[config.mk]
export PLATFORM = sky130hd
export DESIGN_NAME = iob_axi_reg_slice_flat
export DESIGN_NICKNAME = d
export VERILOG_FILES = /design/src/rtl/iob_axi_reg_slice_if.sv /design/src/rtl/iob_axi_reg_slice.sv /design/src/flat_wrapper.sv
export SDC_FILE = /design/constraint.sdc
export NUM_CORES = 1
export LEC_CHECK = 0
export BUFFER_PORTS_ARGS = -buffer_cell sky130_fd_sc_hd__clkbuf_2
export CAP_MARGIN = 10
export CELL_PAD_IN_SITES_DETAIL_PLACEMENT = 0
export CELL_PAD_IN_SITES_GLOBAL_PLACEMENT = 1
export CORE_MARGIN = 4
export CORE_UTILIZATION = 40
export CTS_BUF_LIST = sky130_fd_sc_hd__clkbuf_2 sky130_fd_sc_hd__clkbuf_4 sky130_fd_sc_hd__clkbuf_8
export DETAILED_ROUTE_END_ITERATION = 8
export PLACE_DENSITY_LB_ADDON = 0.25
export REMOVE_ABC_BUFFERS = 1
export SYNTH_ARGS = -nofsm -noshare
export SYNTH_HDL_FRONTEND = slang
export SYNTH_SLANG_ARGS = --single-unit
[constraint.sdc]
create_clock -name clk_i -period 3.6 [get_ports clk_i]
set_input_delay 0.36 -clock clk_i [delete_from_list [all_inputs] [get_ports clk_i]]
set_output_delay 0.36 -clock clk_i [all_outputs]
set_load 0.1 [all_outputs]
[src/rtl/iob_axi_reg_slice_if.sv]
// AXI4 bundle (AW, W, B, AR, R) shared by both sides of the register slice.
// The master modport drives requests and the slave modport drives responses.
interface iob_axi_reg_slice_if #(
    parameter int ID_W   = 1,
    parameter int ADDR_W = 28,
    parameter int DATA_W = 32,
    parameter int LEN_W  = 4
);
    logic [ID_W-1:0]     awid;
    logic [ADDR_W-1:0]   awaddr;
    logic [LEN_W-1:0]    awlen;
    logic [2:0]          awsize;
    logic [1:0]          awburst;
    logic                awlock;
    logic [3:0]          awcache;
    logic [2:0]          awprot;
    logic [3:0]          awqos;
    logic                awvalid;
    logic                awready;

    logic [DATA_W-1:0]   wdata;
    logic [DATA_W/8-1:0] wstrb;
    logic                wlast;
    logic                wvalid;
    logic                wready;

    logic [ID_W-1:0]     bid;
    logic [1:0]          bresp;
    logic                bvalid;
    logic                bready;

    logic [ID_W-1:0]     arid;
    logic [ADDR_W-1:0]   araddr;
    logic [LEN_W-1:0]    arlen;
    logic [2:0]          arsize;
    logic [1:0]          arburst;
    logic                arlock;
    logic [3:0]          arcache;
    logic [2:0]          arprot;
    logic [3:0]          arqos;
    logic                arvalid;
    logic                arready;

    logic [ID_W-1:0]     rid;
    logic [DATA_W-1:0]   rdata;
    logic [1:0]          rresp;
    logic                rlast;
    logic                rvalid;
    logic                rready;

    modport master (
        output awid, awaddr, awlen, awsize, awburst, awlock, awcache, awprot, awqos, awvalid,
        input  awready,
        output wdata, wstrb, wlast, wvalid,
        input  wready,
        input  bid, bresp, bvalid,
        output bready,
        output arid, araddr, arlen, arsize, arburst, arlock, arcache, arprot, arqos, arvalid,
        input  arready,
        input  rid, rdata, rresp, rlast, rvalid,
        output rready
    );

    modport slave (
        input  awid, awaddr, awlen, awsize, awburst, awlock, awcache, awprot, awqos, awvalid,
        output awready,
        input  wdata, wstrb, wlast, wvalid,
        output wready,
        output bid, bresp, bvalid,
        input  bready,
        input  arid, araddr, arlen, arsize, arburst, arlock, arcache, arprot, arqos, arvalid,
        output arready,
        output rid, rdata, rresp, rlast, rvalid,
        input  rready
    );
endinterface

[src/rtl/iob_axi_reg_slice.sv]
// Full AXI4 register slice: a 2-entry skid buffer on each of AW, W, B, AR, R.
// Optional IOB_AXI_REG_SLICE_INIT_GATE_EN holds AW/W/AR ready low until DDR init is done.
module iob_axi_reg_slice_skid #(
    parameter int W = 8
) (
    input  logic         clk,
    input  logic         srst,
    input  logic         in_en,
    input  logic         in_valid,
    output logic         in_ready,
    input  logic [W-1:0] in_data,
    output logic         out_valid,
    input  logic         out_ready,
    output logic [W-1:0] out_data
);
    typedef enum logic [1:0] {EMPTY, ONE, FULL} state_t;

    state_t       state_reg, state_next;
    logic         ready_reg;
    logic [W-1:0] out_reg, skid_reg;
    logic         accept, take, load_out, load_skid, move_skid;

    assign in_ready  = ready_reg & in_en;
    assign out_valid = (state_reg != EMPTY);
    assign out_data  = out_reg;
    assign accept    = in_valid & in_ready;
    assign take      = out_valid & out_ready;

    always_comb begin
        state_next = state_reg;
        load_out   = 1'b0;
        load_skid  = 1'b0;
        move_skid  = 1'b0;
        case (state_reg)
            EMPTY: if (accept) begin
                state_next = ONE;
                load_out   = 1'b1;
            end
            ONE: begin
                if (accept && !take) begin
                    state_next = FULL;
                    load_skid  = 1'b1;
                end else if (!accept && take) begin
                    state_next = EMPTY;
                end else if (accept && take) begin
                    load_out = 1'b1;
                end
            end
            FULL: if (take) begin
                state_next = ONE;
                move_skid  = 1'b1;
            end
            default: state_next = EMPTY;
        endcase
    end

    // ready is registered from the next state so no input-to-ready path exists
    always_ff @(posedge clk) begin
        if (srst) begin
            state_reg <= EMPTY;
            ready_reg <= 1'b0;
            out_reg   <= '0;
            skid_reg  <= '0;
        end else begin
            state_reg <= state_next;
            ready_reg <= (state_next != FULL);
            if (load_out)
                out_reg <= in_data;
            else if (move_skid)
                out_reg <= skid_reg;
            if (load_skid)
                skid_reg <= in_data;
        end
    end
endmodule

module iob_axi_reg_slice #(
    parameter int ID_W   = 1,
    parameter int ADDR_W = 28,
    parameter int DATA_W = 32,
    parameter int LEN_W  = 4
) (
    input  logic                 clk_i,
    input  logic                 rst_i,
    input  logic                 init_done_i,
    iob_axi_reg_slice_if.slave   s_axi,
    iob_axi_reg_slice_if.master  m_axi
);
    localparam int A_W = ID_W + ADDR_W + LEN_W + 17;
    localparam int W_W = DATA_W + DATA_W / 8 + 1;
    localparam int B_W = ID_W + 2;
    localparam int R_W = ID_W + DATA_W + 3;

    logic           req_en;
    logic [A_W-1:0] aw_in, aw_out, ar_in, ar_out;
    logic [W_W-1:0] w_in, w_out;
    logic [B_W-1:0] b_in, b_out;
    logic [R_W-1:0] r_in, r_out;

`ifdef IOB_AXI_REG_SLICE_INIT_GATE_EN
    logic init_done_reg;

    always_ff @(posedge clk_i) begin
        if (rst_i)
            init_done_reg <= 1'b0;
        else
            init_done_reg <= init_done_i;
    end
    assign req_en = init_done_reg;
`else
    assign req_en = 1'b1;
`endif

    assign aw_in = {s_axi.awid, s_axi.awaddr, s_axi.awlen, s_axi.awsize, s_axi.awburst,
                    s_axi.awlock, s_axi.awcache, s_axi.awprot, s_axi.awqos};
    assign {m_axi.awid, m_axi.awaddr, m_axi.awlen, m_axi.awsize, m_axi.awburst,
            m_axi.awlock, m_axi.awcache, m_axi.awprot, m_axi.awqos} = aw_out;
    assign ar_in = {s_axi.arid, s_axi.araddr, s_axi.arlen, s_axi.arsize, s_axi.arburst,
                    s_axi.arlock, s_axi.arcache, s_axi.arprot, s_axi.arqos};
    assign {m_axi.arid, m_axi.araddr, m_axi.arlen, m_axi.arsize, m_axi.arburst,
            m_axi.arlock, m_axi.arcache, m_axi.arprot, m_axi.arqos} = ar_out;
    assign w_in = {s_axi.wdata, s_axi.wstrb, s_axi.wlast};
    assign {m_axi.wdata, m_axi.wstrb, m_axi.wlast} = w_out;
    assign b_in = {m_axi.bid, m_axi.bresp};
    assign {s_axi.bid, s_axi.bresp} = b_out;
    assign r_in = {m_axi.rid, m_axi.rdata, m_axi.rresp, m_axi.rlast};
    assign {s_axi.rid, s_axi.rdata, s_axi.rresp, s_axi.rlast} = r_out;

    iob_axi_reg_slice_skid #(.W(A_W)) u_aw (
        .clk(clk_i), .srst(rst_i), .in_en(req_en),
        .in_valid(s_axi.awvalid), .in_ready(s_axi.awready), .in_data(aw_in),
        .out_valid(m_axi.awvalid), .out_ready(m_axi.awready), .out_data(aw_out)
    );

    iob_axi_reg_slice_skid #(.W(W_W)) u_w (
        .clk(clk_i), .srst(rst_i), .in_en(req_en),
        .in_valid(s_axi.wvalid), .in_ready(s_axi.wready), .in_data(w_in),
        .out_valid(m_axi.wvalid), .out_ready(m_axi.wready), .out_data(w_out)
    );

    iob_axi_reg_slice_skid #(.W(A_W)) u_ar (
        .clk(clk_i), .srst(rst_i), .in_en(req_en),
        .in_valid(s_axi.arvalid), .in_ready(s_axi.arready), .in_data(ar_in),
        .out_valid(m_axi.arvalid), .out_ready(m_axi.arready), .out_data(ar_out)
    );

    // response channels are never gated so in-flight transactions can complete
    iob_axi_reg_slice_skid #(.W(B_W)) u_b (
        .clk(clk_i), .srst(rst_i), .in_en(1'b1),
        .in_valid(m_axi.bvalid), .in_ready(m_axi.bready), .in_data(b_in),
        .out_valid(s_axi.bvalid), .out_ready(s_axi.bready), .out_data(b_out)
    );

    iob_axi_reg_slice_skid #(.W(R_W)) u_r (
        .clk(clk_i), .srst(rst_i), .in_en(1'b1),
        .in_valid(m_axi.rvalid), .in_ready(m_axi.rready), .in_data(r_in),
        .out_valid(s_axi.rvalid), .out_ready(s_axi.rready), .out_data(r_out)
    );
endmodule

[src/flat_wrapper.sv]
// flat-port wrapper written by rule: the top's interface ports become plain ports
module iob_axi_reg_slice_flat 
#(
    parameter int ID_W   = 1,
    parameter int ADDR_W = 28,
    parameter int DATA_W = 32,
    parameter int LEN_W  = 4
)
  (clk_i, rst_i, init_done_i, s_axi_awid, s_axi_awaddr, s_axi_awlen, s_axi_awsize, s_axi_awburst, s_axi_awlock, s_axi_awcache, s_axi_awprot, s_axi_awqos, s_axi_awvalid, s_axi_awready, s_axi_wdata, s_axi_wstrb, s_axi_wlast, s_axi_wvalid, s_axi_wready, s_axi_bid, s_axi_bresp, s_axi_bvalid, s_axi_bready, s_axi_arid, s_axi_araddr, s_axi_arlen, s_axi_arsize, s_axi_arburst, s_axi_arlock, s_axi_arcache, s_axi_arprot, s_axi_arqos, s_axi_arvalid, s_axi_arready, s_axi_rid, s_axi_rdata, s_axi_rresp, s_axi_rlast, s_axi_rvalid, s_axi_rready, m_axi_awid, m_axi_awaddr, m_axi_awlen, m_axi_awsize, m_axi_awburst, m_axi_awlock, m_axi_awcache, m_axi_awprot, m_axi_awqos, m_axi_awvalid, m_axi_awready, m_axi_wdata, m_axi_wstrb, m_axi_wlast, m_axi_wvalid, m_axi_wready, m_axi_bid, m_axi_bresp, m_axi_bvalid, m_axi_bready, m_axi_arid, m_axi_araddr, m_axi_arlen, m_axi_arsize, m_axi_arburst, m_axi_arlock, m_axi_arcache, m_axi_arprot, m_axi_arqos, m_axi_arvalid, m_axi_arready, m_axi_rid, m_axi_rdata, m_axi_rresp, m_axi_rlast, m_axi_rvalid, m_axi_rready);
  iob_axi_reg_slice_if #(.ID_W(ID_W), .ADDR_W(ADDR_W), .DATA_W(DATA_W), .LEN_W(LEN_W)) s_axi_i ();
  iob_axi_reg_slice_if #(.ID_W(ID_W), .ADDR_W(ADDR_W), .DATA_W(DATA_W), .LEN_W(LEN_W)) m_axi_i ();
  input  logic clk_i;
  input  logic rst_i;
  input  logic init_done_i;
  input wire logic [$bits(s_axi_i.awid)-1:0] s_axi_awid;
  input wire logic [$bits(s_axi_i.awaddr)-1:0] s_axi_awaddr;
  input wire logic [$bits(s_axi_i.awlen)-1:0] s_axi_awlen;
  input wire logic [$bits(s_axi_i.awsize)-1:0] s_axi_awsize;
  input wire logic [$bits(s_axi_i.awburst)-1:0] s_axi_awburst;
  input wire logic [$bits(s_axi_i.awlock)-1:0] s_axi_awlock;
  input wire logic [$bits(s_axi_i.awcache)-1:0] s_axi_awcache;
  input wire logic [$bits(s_axi_i.awprot)-1:0] s_axi_awprot;
  input wire logic [$bits(s_axi_i.awqos)-1:0] s_axi_awqos;
  input wire logic [$bits(s_axi_i.awvalid)-1:0] s_axi_awvalid;
  output wire logic [$bits(s_axi_i.awready)-1:0] s_axi_awready;
  input wire logic [$bits(s_axi_i.wdata)-1:0] s_axi_wdata;
  input wire logic [$bits(s_axi_i.wstrb)-1:0] s_axi_wstrb;
  input wire logic [$bits(s_axi_i.wlast)-1:0] s_axi_wlast;
  input wire logic [$bits(s_axi_i.wvalid)-1:0] s_axi_wvalid;
  output wire logic [$bits(s_axi_i.wready)-1:0] s_axi_wready;
  output wire logic [$bits(s_axi_i.bid)-1:0] s_axi_bid;
  output wire logic [$bits(s_axi_i.bresp)-1:0] s_axi_bresp;
  output wire logic [$bits(s_axi_i.bvalid)-1:0] s_axi_bvalid;
  input wire logic [$bits(s_axi_i.bready)-1:0] s_axi_bready;
  input wire logic [$bits(s_axi_i.arid)-1:0] s_axi_arid;
  input wire logic [$bits(s_axi_i.araddr)-1:0] s_axi_araddr;
  input wire logic [$bits(s_axi_i.arlen)-1:0] s_axi_arlen;
  input wire logic [$bits(s_axi_i.arsize)-1:0] s_axi_arsize;
  input wire logic [$bits(s_axi_i.arburst)-1:0] s_axi_arburst;
  input wire logic [$bits(s_axi_i.arlock)-1:0] s_axi_arlock;
  input wire logic [$bits(s_axi_i.arcache)-1:0] s_axi_arcache;
  input wire logic [$bits(s_axi_i.arprot)-1:0] s_axi_arprot;
  input wire logic [$bits(s_axi_i.arqos)-1:0] s_axi_arqos;
  input wire logic [$bits(s_axi_i.arvalid)-1:0] s_axi_arvalid;
  output wire logic [$bits(s_axi_i.arready)-1:0] s_axi_arready;
  output wire logic [$bits(s_axi_i.rid)-1:0] s_axi_rid;
  output wire logic [$bits(s_axi_i.rdata)-1:0] s_axi_rdata;
  output wire logic [$bits(s_axi_i.rresp)-1:0] s_axi_rresp;
  output wire logic [$bits(s_axi_i.rlast)-1:0] s_axi_rlast;
  output wire logic [$bits(s_axi_i.rvalid)-1:0] s_axi_rvalid;
  input wire logic [$bits(s_axi_i.rready)-1:0] s_axi_rready;
  output wire logic [$bits(m_axi_i.awid)-1:0] m_axi_awid;
  output wire logic [$bits(m_axi_i.awaddr)-1:0] m_axi_awaddr;
  output wire logic [$bits(m_axi_i.awlen)-1:0] m_axi_awlen;
  output wire logic [$bits(m_axi_i.awsize)-1:0] m_axi_awsize;
  output wire logic [$bits(m_axi_i.awburst)-1:0] m_axi_awburst;
  output wire logic [$bits(m_axi_i.awlock)-1:0] m_axi_awlock;
  output wire logic [$bits(m_axi_i.awcache)-1:0] m_axi_awcache;
  output wire logic [$bits(m_axi_i.awprot)-1:0] m_axi_awprot;
  output wire logic [$bits(m_axi_i.awqos)-1:0] m_axi_awqos;
  output wire logic [$bits(m_axi_i.awvalid)-1:0] m_axi_awvalid;
  input wire logic [$bits(m_axi_i.awready)-1:0] m_axi_awready;
  output wire logic [$bits(m_axi_i.wdata)-1:0] m_axi_wdata;
  output wire logic [$bits(m_axi_i.wstrb)-1:0] m_axi_wstrb;
  output wire logic [$bits(m_axi_i.wlast)-1:0] m_axi_wlast;
  output wire logic [$bits(m_axi_i.wvalid)-1:0] m_axi_wvalid;
  input wire logic [$bits(m_axi_i.wready)-1:0] m_axi_wready;
  input wire logic [$bits(m_axi_i.bid)-1:0] m_axi_bid;
  input wire logic [$bits(m_axi_i.bresp)-1:0] m_axi_bresp;
  input wire logic [$bits(m_axi_i.bvalid)-1:0] m_axi_bvalid;
  output wire logic [$bits(m_axi_i.bready)-1:0] m_axi_bready;
  output wire logic [$bits(m_axi_i.arid)-1:0] m_axi_arid;
  output wire logic [$bits(m_axi_i.araddr)-1:0] m_axi_araddr;
  output wire logic [$bits(m_axi_i.arlen)-1:0] m_axi_arlen;
  output wire logic [$bits(m_axi_i.arsize)-1:0] m_axi_arsize;
  output wire logic [$bits(m_axi_i.arburst)-1:0] m_axi_arburst;
  output wire logic [$bits(m_axi_i.arlock)-1:0] m_axi_arlock;
  output wire logic [$bits(m_axi_i.arcache)-1:0] m_axi_arcache;
  output wire logic [$bits(m_axi_i.arprot)-1:0] m_axi_arprot;
  output wire logic [$bits(m_axi_i.arqos)-1:0] m_axi_arqos;
  output wire logic [$bits(m_axi_i.arvalid)-1:0] m_axi_arvalid;
  input wire logic [$bits(m_axi_i.arready)-1:0] m_axi_arready;
  input wire logic [$bits(m_axi_i.rid)-1:0] m_axi_rid;
  input wire logic [$bits(m_axi_i.rdata)-1:0] m_axi_rdata;
  input wire logic [$bits(m_axi_i.rresp)-1:0] m_axi_rresp;
  input wire logic [$bits(m_axi_i.rlast)-1:0] m_axi_rlast;
  input wire logic [$bits(m_axi_i.rvalid)-1:0] m_axi_rvalid;
  output wire logic [$bits(m_axi_i.rready)-1:0] m_axi_rready;
  assign s_axi_i.awid = s_axi_awid;
  assign s_axi_i.awaddr = s_axi_awaddr;
  assign s_axi_i.awlen = s_axi_awlen;
  assign s_axi_i.awsize = s_axi_awsize;
  assign s_axi_i.awburst = s_axi_awburst;
  assign s_axi_i.awlock = s_axi_awlock;
  assign s_axi_i.awcache = s_axi_awcache;
  assign s_axi_i.awprot = s_axi_awprot;
  assign s_axi_i.awqos = s_axi_awqos;
  assign s_axi_i.awvalid = s_axi_awvalid;
  assign s_axi_awready = s_axi_i.awready;
  assign s_axi_i.wdata = s_axi_wdata;
  assign s_axi_i.wstrb = s_axi_wstrb;
  assign s_axi_i.wlast = s_axi_wlast;
  assign s_axi_i.wvalid = s_axi_wvalid;
  assign s_axi_wready = s_axi_i.wready;
  assign s_axi_bid = s_axi_i.bid;
  assign s_axi_bresp = s_axi_i.bresp;
  assign s_axi_bvalid = s_axi_i.bvalid;
  assign s_axi_i.bready = s_axi_bready;
  assign s_axi_i.arid = s_axi_arid;
  assign s_axi_i.araddr = s_axi_araddr;
  assign s_axi_i.arlen = s_axi_arlen;
  assign s_axi_i.arsize = s_axi_arsize;
  assign s_axi_i.arburst = s_axi_arburst;
  assign s_axi_i.arlock = s_axi_arlock;
  assign s_axi_i.arcache = s_axi_arcache;
  assign s_axi_i.arprot = s_axi_arprot;
  assign s_axi_i.arqos = s_axi_arqos;
  assign s_axi_i.arvalid = s_axi_arvalid;
  assign s_axi_arready = s_axi_i.arready;
  assign s_axi_rid = s_axi_i.rid;
  assign s_axi_rdata = s_axi_i.rdata;
  assign s_axi_rresp = s_axi_i.rresp;
  assign s_axi_rlast = s_axi_i.rlast;
  assign s_axi_rvalid = s_axi_i.rvalid;
  assign s_axi_i.rready = s_axi_rready;
  assign m_axi_awid = m_axi_i.awid;
  assign m_axi_awaddr = m_axi_i.awaddr;
  assign m_axi_awlen = m_axi_i.awlen;
  assign m_axi_awsize = m_axi_i.awsize;
  assign m_axi_awburst = m_axi_i.awburst;
  assign m_axi_awlock = m_axi_i.awlock;
  assign m_axi_awcache = m_axi_i.awcache;
  assign m_axi_awprot = m_axi_i.awprot;
  assign m_axi_awqos = m_axi_i.awqos;
  assign m_axi_awvalid = m_axi_i.awvalid;
  assign m_axi_i.awready = m_axi_awready;
  assign m_axi_wdata = m_axi_i.wdata;
  assign m_axi_wstrb = m_axi_i.wstrb;
  assign m_axi_wlast = m_axi_i.wlast;
  assign m_axi_wvalid = m_axi_i.wvalid;
  assign m_axi_i.wready = m_axi_wready;
  assign m_axi_i.bid = m_axi_bid;
  assign m_axi_i.bresp = m_axi_bresp;
  assign m_axi_i.bvalid = m_axi_bvalid;
  assign m_axi_bready = m_axi_i.bready;
  assign m_axi_arid = m_axi_i.arid;
  assign m_axi_araddr = m_axi_i.araddr;
  assign m_axi_arlen = m_axi_i.arlen;
  assign m_axi_arsize = m_axi_i.arsize;
  assign m_axi_arburst = m_axi_i.arburst;
  assign m_axi_arlock = m_axi_i.arlock;
  assign m_axi_arcache = m_axi_i.arcache;
  assign m_axi_arprot = m_axi_i.arprot;
  assign m_axi_arqos = m_axi_i.arqos;
  assign m_axi_arvalid = m_axi_i.arvalid;
  assign m_axi_i.arready = m_axi_arready;
  assign m_axi_i.rid = m_axi_rid;
  assign m_axi_i.rdata = m_axi_rdata;
  assign m_axi_i.rresp = m_axi_rresp;
  assign m_axi_i.rlast = m_axi_rlast;
  assign m_axi_i.rvalid = m_axi_rvalid;
  assign m_axi_rready = m_axi_i.rready;
  iob_axi_reg_slice #(.ID_W(ID_W), .ADDR_W(ADDR_W), .DATA_W(DATA_W), .LEN_W(LEN_W)) u_core (.clk_i(clk_i), .rst_i(rst_i), .init_done_i(init_done_i), .s_axi(s_axi_i), .m_axi(m_axi_i));
endmodule
==> results of run 1 <==
==> area by class of cell <==
cell class | count | area, um2 | area share, %
Tap cell | 511 | 639.4 | 3.133
Timing Repair Buffer | 576 | 3901 | 19.11
Inverter | 3 | 11.26 | 0.05517
Antenna cell | 1 | 2.502 | 0.01226
Multi-Input combinational cell | 1315 | 7168 | 35.12
Clock inverter | 7 | 65.06 | 0.3188
Clock buffer | 99 | 1275 | 6.247
Sequential cell | 367 | 7347 | 36.00
==> path summary, 6_finish.rpt <==
| kind | startpoint | to | slack (ns) | depth (start not counted) |
|---|---|---|---|---|
| max | u_core.u_r.state_reg[0] | u_core.u_r.out_data[24] | 1.44 | 5 |
| min reg2reg | u_core.u_ar.skid_reg[33] | u_core.u_ar.skid_reg[33] | 0.45 | 2 |
| max reg2reg | u_core.u_r.state_reg[0] | u_core.u_r.out_data[24] | 1.44 | 5 |
| min | m_axi_bid | u_core.u_b.skid_reg[2] | 0.06 | 3 |
==> report_power, final <==
part           switching [mW]  leakage, nW  internal (mW)
registers               0.103         2.99           4.24
clock network            1.67        0.706           2.31
logic                    1.67         4.13          0.511
==> repair_timing <==
action                                  in CTS  in global routing
endpoints found under the hold margin      176                  0
hold buffers                               175                  0
buffers inserted                             0                  0
endpoints found under the setup margin       0                  0
resized for setup                            0                  0
==> cells by family after synthesis <==
logic type / Yosys count / share of synthesized area [%]
buffers and inverters: 155 / 5.538
muxes: 15 / 1.005
AOI/OAI and AO/OA: 360 / 21.38
and+or+nand+nor: 940 / 24.11
DFF: 367 / 47.97
==> routing by layer <==
metal  global-route usage [%]  routed length (um)
met4                    7.420                1499
met2                    34.83               21270
met5                        0                  41
met3                    7.012                3390
met1                    26.83               19690
==> layout by cell type, fill, tap and decap left out, types with 2 or more instances in the layout <==
cell type,Yosys,layout
sky130_fd_sc_hd__nand4b_1,4,4
sky130_fd_sc_hd__clkbuf_2,0,372
sky130_fd_sc_hd__mux2_2,3,3
sky130_fd_sc_hd__buf_12,0,5
sky130_fd_sc_hd__nor3_4,0,3
sky130_fd_sc_hd__clkbuf_4,0,14
sky130_fd_sc_hd__dlygate4sd3_1,0,175
sky130_fd_sc_hd__a211oi_1,3,3
sky130_fd_sc_hd__clkinvlp_4,0,2
sky130_fd_sc_hd__or2_2,7,8
sky130_fd_sc_hd__mux2i_1,12,12
sky130_fd_sc_hd__nand2_1,700,699
sky130_fd_sc_hd__a311oi_1,46,46
sky130_fd_sc_hd__dfxtp_1,367,367
sky130_fd_sc_hd__o22a_1,5,5
sky130_fd_sc_hd__buf_4,6,23
sky130_fd_sc_hd__nor2_1,191,190
sky130_fd_sc_hd__clkbuf_8,0,85
sky130_fd_sc_hd__a21oi_1,178,178
sky130_fd_sc_hd__nor2b_1,8,8
sky130_fd_sc_hd__inv_1,3,3
sky130_fd_sc_hd__a311oi_2,127,127
sky130_fd_sc_hd__or3_2,0,2
sky130_fd_sc_hd__clkinv_2,0,4
sky130_fd_sc_hd__nor2_4,2,4
sky130_fd_sc_hd__nand2b_1,7,7
sky130_fd_sc_hd__or3_1,7,4
==> tightest hold or removal path, stage by stage <==
cell and delay, ns:
sky130_fd_sc_hd__clkbuf_2 0.10, sky130_fd_sc_hd__mux2i_1 0.07, sky130_fd_sc_hd__nor2_1 0.08
==> impl_metrics.yaml, run 1 <==
placed_design:
  place.gp.congestion: 0.7869
  placedInstanceArea_um2: 17320
  hpwlAfterDp_um: 29030
  dp.cells: 2597
  placement.setup.worst_slack_ns: 1.353
  place.port_buffers: 373
timing:
  clock_skew_ns: 0.01532
  finalMaxSlewViolations: 0
  period_share_pct: 59.87
  timing.final.setup_violations: 0
  worst_pin_slew_ns: 1.100
  final_period_minus_worst_setup_slack_ns: 2.155
  layout_setup_ws_ns: 1.445
  achievable-frequency_mhz: 463.9
  final_hold_viol_count: 0
  totalNegativeSetupSlack_ns: 0
  rsz_0062_raised_after_global_routing: "false"
  slew_headroom_pct: 26.67
  hold_ws_ns: 0.05714
finish:
  final.fill_count: 3585
  area_delta_synth_final_pct: 33.25
  post-route-util_pct: 54.06
  final_net_count: 2518
  post-route-cell-area_um2: 20410
  final_standard_cell_count_with_taps_included_and_fillers_excluded: 2879
  drive_above_1_share_pct: 27.84
die:
  die_w_um: 203.7
  site_row_count: 71
  initial_core_util_pct: 40.57
  boundary_pin_count: 375
  design.die.area_um2: 41490
  placeableCoreArea_um2: 37760
  chipHeight_um: 203.7
setup_path:
  critPathTopFamily: "simple AND/OR/NAND/NOR gates"
  start_kind: "flip-flop"
  path_cells: "nor2b_1 > or3_2 > buf_4 > nor2_1 > a311oi_2"
  path_buf_inv: 1
  worstPathRequired_ns: 4.08
  worstSetupEndpointType: "flip-flop"
  worst-endpoint-arrival_ns: 2.64
  highest_net_fanout_along_the_worst_path: 36
  worst_path_largest_cell_delay_ns: 0.70
  slowest_stage: "sky130_fd_sc_hd__or3_2"
  timing.setup.critical_path_class: "flip-flop to flip-flop"
power:
  irDropWorstVdd_mv: 0.4379
  leakage_power_nw: 7.826
  power.total_mw: 10.51
  pwr_density_cell_nw_per_um2: 514.9
yosys:
  synth_area_per_cell_um2: 8.338
  synthMostInstantiatedCell: "sky130_fd_sc_hd__nand2_1"
  synth_largest_type_area_fraction_pct: 47.97
  synth_seq_area_share_pct: 47.97
  synth.top_cells.by_area: "sky130_fd_sc_hd__dfxtp_1 48%, sky130_fd_sc_hd__nand2_1 17%, sky130_fd_sc_hd__a311oi_2 12%"
  fraction_of_synthesis_flops_using_an_asynchronous_set_or_reset_pin_pct: 0
  ys_dominant_reg_cell: "sky130_fd_sc_hd__dfxtp_1"
  ys_seq_elements: 367
  yosys.cell_types.count: 32
  syn_area_um2: 15320
  number_of_synthesized_flops_with_an_enable_pin: 0
  top_post_synthesis_cells_by_count: "700 x sky130_fd_sc_hd__nand2_1, 367 x sky130_fd_sc_hd__dfxtp_1, 191 x sky130_fd_sc_hd__nor2_1"
  post-synth-top-area-cell: "sky130_fd_sc_hd__dfxtp_1"
  ys.warnings.count: 0
  synthCells: 1837
route:
  drt_pre_antenna_iters: 5
  avgViaCountPerCell: 5.010
  route.final.wire_length_um: 45890
  wire_per_inst_um: 15.94
  via_count: 14423
  drc_errors: 0
  antenna_violation_net_count_after_detailed_routing: 0
  first_iter_violations: 613
clocking:
  htree_levels: 3
  clkSlewWorstSetupHoldPaths_ns: 0.06
  tritoncts.num_buffers: 66
  root_buffer: "sky130_fd_sc_hd__clkbuf_8"
  cts_tree: "yes"
  clkLatencyLatePin_ns: 0.58
  number_of_buffers_on_the_longest_clock_path: 3
  cts_num_sinks: 367
status:
  status: "finished, final reports clean"
grt:
  grt_pass1_vias: 14379
  antenna_found_initial: 4
  residual_overflow_from_global_routing: 0
  grt_resource_usage_total_pct: 21.42
  pin_count_of_the_biggest_net_entering_global_routing: 105
  grt_first_pass_wirelength_um: 73840
hold_path:
  hold_class: "input port to flip-flop"
job:
  cap_viol_max_count: 0
No activity file was read; power rests on OpenSTA's default activity.
==> run 2, diff against run 1 <==
clock period = 2 ns   (was 3.6 ns; I/O delays follow)
==> run 2 against run 1 <==
Cell area is 2.7% higher. Sequential share of layout area is 0.95 points lower. Power is 83% higher. Hold slack better by 0.11 ns. Register-to-register slack worse by 1.3 ns. Wire length is 1.1% higher. Critical path depth is 3 lower. Critical path type is now flip-flop to output port. Largest power group unchanged.
==> impl_metrics.yaml, run 2 (synthesis gave the netlist of run 1 again) <==
status:
  status: "finished, final reports clean"
finish:
  seqCellArea_um2: 7350
  multiInputGateArea_um2: 7171
  area_delta_synth_final_pct: 36.91
  post-route-cell-area_um2: 20970
  final.fill_count: 3505
  final_common_cell: "sky130_fd_sc_hd__nand2_1"
  drive_above_1_share_pct: 28.49
  final_net_count: 2552
  final_cell_mix: "698 x sky130_fd_sc_hd__nand2_1, 371 x sky130_fd_sc_hd__clkbuf_2, 365 x sky130_fd_sc_hd__dfxtp_1"
  post-route-util_pct: 55.54
setup_path:
  timing.setup.critical_path_class: "flip-flop to output port"
  worstSetupEndpointType: "output port"
  reg2reg_setup_slack_ns: 0.11
  worstPathRequired_ns: 1.80
  start_kind: "flip-flop"
  worst-endpoint-arrival_ns: 1.71
  highest_net_fanout_along_the_worst_path: 7
clocking:
  number_of_buffers_on_the_longest_clock_path: 3
  cts_tree: "yes"
  tritoncts.num_buffers: 66
  cts_num_sinks: 367
  clkSlewWorstSetupHoldPaths_ns: 0.06
  clkLatencyLatePin_ns: 0.61
  root_buffer: "sky130_fd_sc_hd__clkbuf_8"
  htree_levels: 3
route:
  wire_per_inst_um: 15.90
  antenna_violation_net_count_after_detailed_routing: 0
  avgViaCountPerCell: 5.025
  drc_errors: 0
  first_iter_violations: 868
  route.final.wire_length_um: 46390
  drt_pre_antenna_iters: 5
  via_count: 14662
timing:
  slew_headroom_pct: 58.86
  layout_setup_ws_ns: 0.08895
  worst_pin_slew_ns: 0.6197
  final_period_minus_worst_setup_slack_ns: 1.911
  rsz_0062_raised_after_global_routing: "false"
  finalMaxSlewViolations: 0
  clock_skew_ns: 0.02472
  timing.final.setup_violations: 0
  final_hold_viol_count: 0
  achievable-frequency_mhz: 523.3
  period_share_pct: 95.55
grt:
  grt_pass1_vias: 14428
  busiest_layer: "met2"
  met2_usage_pct: 35.08
  grt_first_pass_wirelength_um: 74130
  pin_count_of_the_biggest_net_entering_global_routing: 94
  antenna_found_initial: 5
  met1_usage_pct: 27.19
  use_met3_pct: 6.217
  residual_overflow_from_global_routing: 0
  grt_resource_usage_total_pct: 21.57
placed_design:
  place.gp.congestion: 0.7895
  placedInstanceArea_um2: 17700
  place.port_buffers: 373
  hpwlAfterDp_um: 29120
  placement.setup.worst_slack_ns: 0.3006
hold_path:
  hold_class: "input port to flip-flop"
die:
  chipHeight_um: 203.7
  site_row_count: 71
  boundary_pin_count: 375
  die_w_um: 203.7
  placeableCoreArea_um2: 37760
  design.die.area_um2: 41490
  initial_core_util_pct: 40.57
power:
  irDropWorstVdd_mv: 0.6895
  leakage_power_nw: 8.102
  comb_power_share_pct: 20.8
  sequentialPowerShare_pct: 40.8
  clock_power_share_pct: 38.3
  p_sw_share_pct: 32.65
  pwr_density_cell_nw_per_um2: 914.7
  power_internal_mw: 12.92
  switching_power_total_mw: 6.262
job:
  cap_viol_max_count: 0
==> run 2: cell types whose count changed in the layout (fill, tap and decap cells not counted), moves of 2 or more <==
cell,before,now
sky130_fd_sc_hd__dfxtp_2,0,2
sky130_fd_sc_hd__dfxtp_1,367,365
sky130_fd_sc_hd__diode_2,1,3
sky130_fd_sc_hd__buf_12,5,23
sky130_fd_sc_hd__dlygate4sd3_1,175,188
sky130_fd_sc_hd__clkbuf_8,85,87
sky130_fd_sc_hd__buf_4,23,26
sky130_fd_sc_hd__clkbuf_4,14,17
==> run 2: power groups by stage <==
stage / logic (mW) / registers (mW) / clock network [mW]
after floorplan: 0.806 / 9.90 / 0
after global placement: 3.68 / 7.98 / 0
after detailed placement: 3.71 / 7.98 / 0
after CTS: 4.01 / 7.83 / 7.59
after global routing: 4.19 / 7.87 / 7.91
final: 4.00 / 7.83 / 7.35
==> run 2: worst paths after layout <==
check | cells after the start | from | to
worst max-delay path | 2 | u_core.u_ar.state_reg[1] | m_axi_arvalid
worst min-delay path | 5 | s_axi_awvalid | u_core.u_aw.state_reg[0]
worst max register to register | 6 | u_core.u_aw.state_reg[0] | u_core.u_aw.skid_reg[14]
worst min register to register | 2 | u_core.u_w.skid_reg[29] | u_core.u_w.skid_reg[29]
==> run 2: metal layers <==
layer / vias up / share of wire, %
met5: - / 0.075
met4: 6 / 3.2
met3: 100 / 6.9
met2: 393 / 47
met1: 6929 / 43
li1: 7234 / -
==> run 2: timing repair <==
item                                    in CTS  in global routing
buffers inserted                             0                  0
hold endpoints to repair                   363                  0
hold buffers                               188                  0
endpoints found under the setup margin       0                  4
gates resized for setup                      0                  4
==> run 2: final cells by class <==
class,count,share of cell area [%]
Multi-Input combinational cell,1315,34.19
Timing Repair Buffer,610,21.05
Clock inverter,5,0.2506
Sequential cell,367,35.05
Inverter,3,0.05370
Antenna cell,3,0.03580
Clock buffer,104,6.319
Tap cell,511,3.049
==> run 2: metrics by stage <==
| stage | power (mW) | cells | setup TNS (ns) | hold slack [ns] |
|---|---|---|---|---|
| floorplan | 10.70 | 1685 | -399.22 | 0.2679 |
| global placement | 11.66 | 2618 | 0 | 0.4381 |
| detailed placement | 11.69 | 2618 | 0 | 0.4451 |
| CTS | 19.43 | 2915 | 0 | 0.1193 |
| global route | 19.96 | 2917 | 0 | 0.1779 |
| finish | 19.18 | 2918 | 0 | 0.1655 |
==> run 2: worst max-delay path, stage by stage, from the launching register on <==
cell and delay [ns]:
sky130_fd_sc_hd__dfxtp_1 0.46, sky130_fd_sc_hd__or2_2 0.16, sky130_fd_sc_hd__clkbuf_2 0.48
==> run 3, diff against run 2 <==
BUFFER_PORTS_ARGS = -buffer_cell sky130_fd_sc_hd__buf_2   (was -buffer_cell sky130_fd_sc_hd__clkbuf_2)
==> run 3 against run 2 <==
First-iteration DRC count decreased by 5.8%. Setup slack better by 0.019 ns. Critical path depth unchanged. Clock skew increased by 0.0018 ns. Non-clock buffer count decreased by 12. Sequential share of layout area up 0.14 points. Via count hardly changed. Hold slack worse by 0.079 ns. Final cell count fell by 0.21%. Maximum frequency is 0.99% higher. Clock power about the same. Utilization decreased by 0.22 points. Critical path type unchanged.
==> impl_metrics.yaml, run 3 (synthesis gave the netlist of run 1 again) <==
hold_path:
  holdPathStages: 4
  timing.hold.worst.start: "m_axi_bvalid"
  end_of_the_worst_hold_path: "u_core.u_b.state_reg[1]"
  hold_class: "input port to flip-flop"
timing:
  timing.final.setup_violations: 0
  clock_skew_ns: 0.02652
  finalMaxSlewViolations: 0
  achievable-frequency_mhz: 528.5
  worst_pin_slew_ns: 0.5765
  period_share_pct: 94.62
  final_period_minus_worst_setup_slack_ns: 1.892
  rsz_0062_raised_after_global_routing: "false"
  slew_headroom_pct: 61.48
  final_hold_viol_count: 0
power:
  clock_power_share_pct: 38.4
  switching_power_total_mw: 6.238
  power.total_mw: 19.16
  sequentialPowerShare_pct: 40.8
  irDropWorstVdd_mv: 0.5675
  power_internal_mw: 12.92
  leakage_power_nw: 8.117
  p_sw_share_pct: 32.56
  comb_power_share_pct: 20.8
  pwr_density_cell_nw_per_um2: 917.3
setup_path:
  worst-endpoint-arrival_ns: 1.69
  reg2reg_setup_slack_ns: 0.13
  timing.setup.critical_path_class: "flip-flop to output port"
  r2r_cell_count: 6
  highest_net_fanout_along_the_worst_path: 8
  path_cells: "or2_2 > buf_2"
  r2r_start: "u_core.u_ar.state_reg[0]"
  worst_path_largest_cell_delay_ns: 0.49
  start_kind: "flip-flop"
  worstPathRequired_ns: 1.80
  worst_r2r_endpoint: "u_core.u_ar.skid_reg[48]"
  worstSetupEndpointType: "output port"
  slowest_stage: "sky130_fd_sc_hd__dfxtp_1"
route:
  first_iter_violations: 818
  via_count: 14668
  wire_per_inst_um: 15.88
  drt_pre_antenna_iters: 5
  route.final.wire_length_um: 46260
  drc_errors: 0
  antenna_violation_net_count_after_detailed_routing: 0
  avgViaCountPerCell: 5.037
clocking:
  tritoncts.num_buffers: 66
  cts_num_sinks: 367
  number_of_buffers_on_the_longest_clock_path: 3
  cts_tree: "yes"
  clkSlewWorstSetupHoldPaths_ns: 0.05
  root_buffer: "sky130_fd_sc_hd__clkbuf_8"
  clkLatencyLatePin_ns: 0.59
  htree_levels: 3
status:
  status: "finished, final reports clean"
die:
  placeableCoreArea_um2: 37760
  initial_core_util_pct: 40.57
  chipHeight_um: 203.7
  site_row_count: 71
  die_w_um: 203.7
  design.die.area_um2: 41490
  boundary_pin_count: 375
grt:
  residual_overflow_from_global_routing: 0
  antenna_found_initial: 7
  pin_count_of_the_biggest_net_entering_global_routing: 75
  grt_resource_usage_total_pct: 21.41
  grt_first_pass_wirelength_um: 73670
  grt_pass1_vias: 14333
finish:
  area_delta_synth_final_pct: 36.36
  final_net_count: 2540
  final_common_cell: "sky130_fd_sc_hd__nand2_1"
  final_standard_cell_count_with_taps_included_and_fillers_excluded: 2912
  drive_above_1_share_pct: 28.21
  post-route-util_pct: 55.32
  post-route-cell-area_um2: 20890
  final_cell_mix: "699 x sky130_fd_sc_hd__nand2_1, 372 x sky130_fd_sc_hd__buf_2, 365 x sky130_fd_sc_hd__dfxtp_1"
placed_design:
  place.gp.congestion: 0.7830
  placedInstanceArea_um2: 17600
  place.port_buffers: 373
  hpwlAfterDp_um: 28340
  dp.cells: 2606
job:
  cap_viol_max_count: 0
## run 3: cell types whose count changed in the layout (fill, tap and decap cells not counted)
| cell | change |
|---|---|
| sky130_fd_sc_hd__buf_12 | -1 |
| sky130_fd_sc_hd__clkinv_2 | -1 |
| sky130_fd_sc_hd__clkbuf_4 | +5 |
| sky130_fd_sc_hd__nand2_1 | +1 |
| sky130_fd_sc_hd__nand2_2 | -1 |
| sky130_fd_sc_hd__bufinv_16 | -1 |
| sky130_fd_sc_hd__diode_2 | +2 |
| sky130_fd_sc_hd__clkbuf_8 | +1 |
| sky130_fd_sc_hd__clkbuf_2 | -371 |
| sky130_fd_sc_hd__buf_2 | +371 |
| sky130_fd_sc_hd__buf_4 | -11 |
## run 3: area by class of cell
class,count,area [um2]
clock buffer,110,1376
sequential,367,7350
inverter,3,11.26
multi-input combinational,1315,7168
fill,3536,16870
clock inverter,3,17.52
antenna,5,12.51
timing repair buffer,598,4312
tap,511,639.4
## run 3: worst max-delay path by stage
stage | from | end | slack (ns) | depth (start not counted)
floorplan | u_core.u_aw.ready_reg | u_core.u_aw.skid_reg[0] | -2.09 | 4
global placement | u_core.u_aw.state_reg[0] | u_core.u_aw.out_data[47] | 0.35 | 5
detailed placement | u_core.u_ar.state_reg[1] | u_core.u_ar.out_data[39] | 0.29 | 5
CTS | u_core.u_ar.state_reg[1] | u_core.u_ar.skid_reg[48] | 0.03 | 6
global route | u_core.u_w.state_reg[1] | m_axi_wvalid | 0.003 | 2
finish | u_core.u_w.state_reg[1] | m_axi_wvalid | 0.11 | 2
## run 3: through the flow
step / setup slack (ns) / hold slack, ns / setup TNS (ns)
finish: 0.1077 / 0.08663 / 0
global placement: 0.3467 / 0.4399 / 0
CTS: 0.03183 / 0.02610 / 0
detailed placement: 0.2935 / 0.4440 / 0
floorplan: -2.093 / 0.2679 / -399.22
global route: 0.003367 / 0.06660 / 0
## run 3: worst max-delay path, delay by kind of cell, from the launching register on
kind,cells,cell delay (ns)
buf+inv,1,0.43
flops,1,0.49
simple gates,1,0.17
## run 3: power by group through the flow
stage	Combinational [mW]	Clock (mW)	Sequential, mW
6_report	3.98	7.36	7.82
5_1_grt	4.17	7.96	7.85
4_1_cts	4.00	7.62	7.82
3_5_place_dp	3.69	0	7.97
3_3_place_gp	3.67	0	7.96
2_1_floorplan	0.806	0	9.90
## run 3: routing by layer
layer	up-vias	share of wire, %	routed length (um)	track usage [%]
met5	-	0.080	37	0
met4	6	3.8	1750	9.203
met3	116	7.3	3363	6.185
met2	419	46	21210	34.22
met1	6906	43	19890	27.09
li1	7221	-	-	-
## run 3: what timing repair did
item                                    in CTS  in global routing
resized for setup                            0                  2
endpoints found under the setup margin       0                  1
hold buffers                               188                  0
setup buffers                                0                  0
endpoints found under the hold margin      362                  0
